==> config.mk <==
export PLATFORM = sky130hd
export DESIGN_NAME = seg7_scan_decoder
export DESIGN_NICKNAME = d
export VERILOG_FILES = /design/src/rtl/seg7_scan_decoder.sv
export SDC_FILE = /design/constraint.sdc
export NUM_CORES = 1
export LEC_CHECK = 0
export ABC_AREA = 1
export CAP_MARGIN = 25
export CORE_ASPECT_RATIO = 0.6
export CORE_UTILIZATION = 57
export CTS_BUF_LIST = sky130_fd_sc_hd__clkbuf_16
export CTS_CLUSTER_DIAMETER = 200
export DETAILED_ROUTE_END_ITERATION = 10
export MAX_ROUTING_LAYER = met4
export PLACE_DENSITY = 0.84
export SLEW_MARGIN = 40
export SYNTH_ARGS = -nofsm -noshare
export SYNTH_HDL_FRONTEND = slang
export SYNTH_SLANG_ARGS = --single-unit
export TNS_END_PERCENT = 5
==> constraint.sdc <==
create_clock -name clk -period 6.6 [get_ports clk]
set_clock_uncertainty 0.2 [all_clocks]
set_input_delay 1.98 -clock clk [delete_from_list [all_inputs] [get_ports clk]]
set_output_delay 1.98 -clock clk [all_outputs]
set_load 0.03 [all_outputs]
==> src/rtl/seg7_scan_decoder.sv <==
// seg7_scan_decoder: watches a scanned 7-segment bus (segments + one-hot anodes),
// waits for each digit's dwell to settle, decodes the pattern back to BCD and
// assembles a full multi-digit frame with a one-cycle completion pulse.
module seg7_scan_decoder #(
  parameter int NUM_DIGITS    = 4,
  parameter int SETTLE_CYCLES = 4
) (
  input  logic                    clk,
  input  logic                    rst,
  input  logic [7:0]              seg_in,
  input  logic [NUM_DIGITS-1:0]   an_in,
  output logic [4*NUM_DIGITS-1:0] bcd_out,
  output logic [NUM_DIGITS-1:0]   dp_out,
  output logic [NUM_DIGITS-1:0]   err_out,
  output logic                    frame_valid
);

  localparam int CW = $clog2(SETTLE_CYCLES + 1);
  localparam logic [CW-1:0] SETTLE_MAX = CW'(SETTLE_CYCLES);

  typedef enum logic [1:0] {
    IDLE,
    SETTLE,
    CAPTURED
  } state_t;

  state_t                  r_state;
  state_t                  w_state_nxt;
  logic [7:0]              r_seg_s;
  logic [NUM_DIGITS-1:0]   r_an_s;
  logic [7:0]              r_seg_p;
  logic [NUM_DIGITS-1:0]   r_an_p;
  logic [CW-1:0]           r_cnt;
  logic [NUM_DIGITS-1:0]   r_mask;
  logic [4*NUM_DIGITS-1:0] r_bcd;
  logic [NUM_DIGITS-1:0]   r_dp;
  logic [NUM_DIGITS-1:0]   r_err;
  logic                    r_fv;

  logic                    w_diff;
  logic                    w_onehot;
  logic [CW-1:0]           w_run;
  logic                    w_settled;
  logic                    w_capture;
  logic [3:0]              w_dec_bcd;
  logic                    w_dec_err;
  logic [NUM_DIGITS-1:0]   w_mask_nxt;

  assign bcd_out     = r_bcd;
  assign dp_out      = r_dp;
  assign err_out     = r_err;
  assign frame_valid = r_fv;

  assign w_diff     = (r_seg_s != r_seg_p) || (r_an_s != r_an_p);
  assign w_onehot   = $onehot(r_an_s);
  assign w_settled  = (w_run == SETTLE_MAX);
  assign w_mask_nxt = r_mask | r_an_s;

  // Input sample stage plus previous-sample copy used for stability detection
  always_ff @(posedge clk) begin
    if (rst) begin
      r_seg_s <= '0;
      r_an_s  <= '0;
      r_seg_p <= '0;
      r_an_p  <= '0;
    end else begin
      r_seg_s <= seg_in;
      r_an_s  <= an_in;
      r_seg_p <= r_seg_s;
      r_an_p  <= r_an_s;
    end
  end

  // Run length of identical samples including the current one, saturating.
  // Capture fires when the run reaches SETTLE_CYCLES, so a value first sampled
  // at edge E0 is captured at edge E0+SETTLE_CYCLES.
  always_comb begin
    w_run = r_cnt;
    if (w_diff) begin
      w_run = CW'(1);
    end else if (r_cnt != SETTLE_MAX) begin
      w_run = r_cnt + 1'b1;
    end
  end

  // Stability counter register
  always_ff @(posedge clk) begin
    if (rst) begin
      r_cnt <= '0;
    end else begin
      r_cnt <= w_run;
    end
  end

  // FSM state register
  always_ff @(posedge clk) begin
    if (rst) begin
      r_state <= IDLE;
    end else begin
      r_state <= w_state_nxt;
    end
  end

  // FSM next-state logic
  always_comb begin
    w_state_nxt = r_state;
    case (r_state)
      IDLE: begin
        if (w_onehot) begin
          w_state_nxt = w_settled ? CAPTURED : SETTLE;
        end
      end
      SETTLE: begin
        if (!w_onehot) begin
          w_state_nxt = IDLE;
        end else if (w_settled) begin
          w_state_nxt = CAPTURED;
        end
      end
      CAPTURED: begin
        if (w_diff) begin
          if (!w_onehot) begin
            w_state_nxt = IDLE;
          end else begin
            w_state_nxt = w_settled ? CAPTURED : SETTLE;
          end
        end
      end
      default: w_state_nxt = IDLE;
    endcase
  end

  // FSM output: capture strobe; CAPTURED only recaptures on a fresh sample
  always_comb begin
    w_capture = 1'b0;
    case (r_state)
      IDLE, SETTLE: w_capture = w_onehot && w_settled;
      CAPTURED:     w_capture = w_diff && w_onehot && w_settled;
      default:      w_capture = 1'b0;
    endcase
  end

  // Segment pattern (abcdefg) to BCD; blank is legal, anything else is an error
  always_comb begin
    w_dec_bcd = 4'hF;
    w_dec_err = 1'b0;
    case (r_seg_s[7:1])
      7'b1111110: w_dec_bcd = 4'd0;
      7'b0110000: w_dec_bcd = 4'd1;
      7'b1101101: w_dec_bcd = 4'd2;
      7'b1111001: w_dec_bcd = 4'd3;
      7'b0110011: w_dec_bcd = 4'd4;
      7'b1011011: w_dec_bcd = 4'd5;
      7'b1011111: w_dec_bcd = 4'd6;
      7'b1110000: w_dec_bcd = 4'd7;
      7'b1111111: w_dec_bcd = 4'd8;
      7'b1111011: w_dec_bcd = 4'd9;
      7'b0000000: w_dec_bcd = 4'hF;
      default:    w_dec_err = 1'b1;
    endcase
  end

  // Digit capture, frame mask and frame-complete pulse
  always_ff @(posedge clk) begin
    if (rst) begin
      r_bcd  <= '1;
      r_dp   <= '0;
      r_err  <= '0;
      r_mask <= '0;
      r_fv   <= 1'b0;
    end else begin
      r_fv <= 1'b0;
      if (w_capture) begin
        for (int unsigned i = 0; i < NUM_DIGITS; i++) begin
          if (r_an_s[i]) begin
            r_bcd[4*i +: 4] <= w_dec_bcd;
            r_dp[i]         <= r_seg_s[0];
            r_err[i]        <= w_dec_err;
          end
        end
        if (w_mask_nxt == '1) begin
          r_fv   <= 1'b1;
          r_mask <= '0;
        end else begin
          r_mask <= w_mask_nxt;
        end
      end
    end
  end

endmodule

==> impl.org <==
** CTS
- The longest clock path from root to sink contains 2 buffers.
- The number of gates resized after CTS was 0.
- Post-CTS setup repair buffer count :: 0
- The tree is rooted in a sky130_fd_sc_hd__clkbuf_16.
- Total clock sinks :: 58
- In this run the number of H-tree levels came out at 3.
- Cts-stage hold buffer count :: 0
- Clock tree from TritonCTS :: yes
- Clock buffers created by TritonCTS :: 9
- Insertion delay of the later-clocked pin in the worst-skew pair :: 330 ps
- Clock-pin slew reported for the worst setup and hold paths after clock tree synthesis :: approximately 50 ps

** Worst hold path
- Origin of the worst min-delay path :: bcd_out[7]$_SDFFE_PP1P_
- The worst hold path belongs to the class reg -> reg.

** Synthesis
- Sorting the synthesized cells by area gives the leading types as sky130_fd_sc_hd__dfxtp_1 (46%), sky130_fd_sc_hd__nand2_1 (10%), sky130_fd_sc_hd__nand3_1 (10%).
- After synthesis, the largest area contributor takes up 45.6% of total cell area.
- The synthesized design contains 0 enable-type register cells.
- Sorting the synthesized cells by how often they occur yields sky130_fd_sc_hd__nand2_1 (71), sky130_fd_sc_hd__dfxtp_1 (58), sky130_fd_sc_hd__nor2_1 (58), sky130_fd_sc_hd__nand3_1 (52), sky130_fd_sc_hd__inv_1 (41).
- Proportion of register bits with asynchronous set or reset after synthesis :: 0%
- Cell Area, Synth :: 0.00254 mm^2
- Sequential cells were found to cover 45.6% of the synthesized design area.
- Total of flip-flops plus latches after synthesis :: 58
- Number of instances in the synthesized netlist :: 350
- Number of nets produced by synthesis :: approximately 370
- The number of different library cells used by synthesis comes to 28.
- During synthesis, Yosys emitted a total of 0 warnings.
- sky130_fd_sc_hd__dfxtp_1 takes more of the synthesized area than any other cell.
- A synthesized cell averages 7.27 um^2.
- In the synthesized netlist the dominant register cell turns out to be sky130_fd_sc_hd__dfxtp_1.
- Most common cell in the synthesized netlist :: sky130_fd_sc_hd__nand2_1

** Detailed routing
- Antenna-violating nets left :: 0
- Dividing the detail-routed wire length by the instance count gives roughly 13 um.
- Total via count in the routed design :: 2341
- Initial DRT Pass Iterations :: 4
- In this run, the number of DRC markers left after iteration 0 of detailed routing was 156.
- For this run, design rule violations remaining after detail routing come to 0.
- Final Routed Wirelength :: 5.76 mm
- Using the TritonRoute via totals, the vias-per-cell ratio works out to 5.18.

** GRT
- All-layer global routing usage :: 26.9%
- Summed over all layers, the global routing overflow is 0.
- First-pass GRT wire length :: 9.18 mm
- Via count of the first global-routing pass :: 2042
- The initial antenna violation count was 0.
- Pin count of the biggest net entering global routing :: 38

** Setup path
- Along the worst path, the maximum fanout reaches 37.
- Critical Path AT :: 4000 ps
- CP Data Required Time :: between 6000 and 7000 ps
- In this run the worst setup path begins at r_an_s[1]$_SDFF_PP0_.
- STA classifies the critical path startpoint as a flop.
- Endpoint type of the worst setup path :: flop
- Origin of the critical flop-to-flop path :: r_an_s[1]$_SDFF_PP0_
- The worst setup path is of the reg -> reg kind.

** Pwr
- In this run the power density over the cells is 263 mW/mm^2.
- Across the VDD grid, the largest voltage drop is 0.000201 V.
- For this design the static power due to leakage is 1.44 nW.

** Finish
- Fraction of layout instances using a drive strength above 1 :: 6.89%
- After the last flow step, the layout net total stands at 407.
- Compared with the post-synthesis result, the final layout area differs by 24.8%.
- Diodes inserted :: 0

** Run status
- The flow ran to the end, and the final reports show no timing, DRC or antenna violations.

** Place
- OpenSTA, run right after detailed placement, puts the worst setup slack at roughly 2700 ps.
- The congestion estimate from routability-driven global placement came to around 0.94.
- Once detailed placement completed, the half-perimeter wirelength came to 3.91 mm.
- During placement, the flow inserted port buffers numbering 38.

** STA
- Summed negative setup slack over all endpoints :: 0 ps
- For the pin with the worst max-slew slack, the measured transition is 775 ps.
- Setup WS post-layout :: 2590 ps
- Static timing analysis puts the maximum clock frequency at 0.249 GHz.
- Setup violations remaining at the end of the flow were counted as 0.
- Crit share post-route :: about three fifths
- Final critical-path required period :: 4010 ps
- The number of max-slew violations in the final report came to 0.
- RSZ-0062 raised after global routing :: false
- The final count of hold timing violations came to 0.
- The worst pin sits at a relative slew slack of about 48%.

** Floorplan
- Die Area :: between 0.004 and 0.005 mm^2
- The initial utilization of the core area, before any placement, comes to 60.8%.
- From left edge to right edge, the die measures 88.3 um.
- Core outline area :: 0.00419 mm^2
- The die is 53.8 um tall.
- The initialized floorplan defines 18 standard-cell rows.
- I/O Pins :: 39

** Flow run
- Max Cap Violations :: 0
-- worst paths after layout --
check	slack, ps	depth (start not counted)	end
max reg2reg	2590	13	bcd_out[9]$_SDFFE_PP1P_
min	260	2	bcd_out[7]$_SDFFE_PP1P_
min reg2reg	260	2	bcd_out[7]$_SDFFE_PP1P_
max	2590	13	bcd_out[9]$_SDFFE_PP1P_
-- flip-flops by register name, indices dropped and copies added (netlist names), 2 cells and up --
signal   cells
bcd_out     16
r_seg_p      8
r_seg_s      8
dp_out       4
err_out      4
r_an_p       4
r_an_s       4
r_mask       4
r_cnt        3
r_state      2
-- cells in the final DEF (no fill, tap or decap), drive strengths merged --
cell,synthesis,routed
nor3,3,3
o2111ai,1,1
clkdlybuf4s50,0,38
o211ai,1,1
nand4,6,6
fa,1,1
clkbuf,4,9
o22ai,3,3
o21ai,8,8
ha,4,4
nand3,53,53
buf,8,1
xor2,1,1
inv,46,47
nor2,61,61
nand2,71,71
a21oi,16,16
nand3b,1,1
dfxtp,58,58
xnor2,4,4
clkinv,0,5
-- per-layer routing --
metal,global-route usage [%],part of all wire (%),vias up
met4,7.53,0.94,0
met5,-,0,-
met2,44.4,46,90
met1,33.3,46,1053
met3,6.90,7.0,8
li1,-,-,1190
-- cells by family (layout without fill, tap and decap cells) --
kind of cell | count (synthesis) | after routing | synth area share [%]
simple gates | 195 | 195 | 33.2
fa+ha+maj | 5 | 5 | 2.75
xor+xnor | 5 | 5 | 1.72
buf+inv | 58 | 100 | 10.0
flops | 58 | 58 | 45.6
compound gates | 29 | 29 | 6.69
-- worst max-delay path, cell delays in order, from the launching register on --
cell and delay (ps):
sky130_fd_sc_hd__dfxtp_1 650, sky130_fd_sc_hd__inv_1 180, sky130_fd_sc_hd__fa_1 530, sky130_fd_sc_hd__inv_1 40, sky130_fd_sc_hd__ha_1 170, sky130_fd_sc_hd__ha_1 270
sky130_fd_sc_hd__nor3_1 340, sky130_fd_sc_hd__inv_1 120, sky130_fd_sc_hd__a21oi_1 160, sky130_fd_sc_hd__o21ai_2 110, sky130_fd_sc_hd__nor2_4 600, sky130_fd_sc_hd__nand2_1 280
sky130_fd_sc_hd__nand2_1 140, sky130_fd_sc_hd__nand3_1 80
-- layout make-up --
cell class	count	area [um^2]
Clock buffer	9	225
Clock inverter	6	26.3
Fill cell	327	1010
Inverter	46	173
Multi-Input combinational cell	234	1130
Sequential cell	58	1160
Tap cell	60	75.1
Timing Repair Buffer	39	388
-- through the flow --
stage	instances	utilization (%)	area [um^2]	hold slack, ps	power (mW)
3_5_place_dp	437	69.8	2930	249	0.448
2_1_floorplan	350	-	2540	237	0.427
4_1_cts	452	75.8	3180	260	0.835
5_1_grt	452	75.8	3180	279	0.861
3_3_place_gp	437	69.8	2930	240	0.444
6_report	452	75.8	3180	256	0.835
-- report_power, final --
part	internal (mW)	leakage (nW)	switching [mW]
Combinational	0.0265	0.832	0.0432
Clock	0.244	0.131	0.147
Sequential	0.361	0.474	0.0134
(Power assumes the default switching activity.)
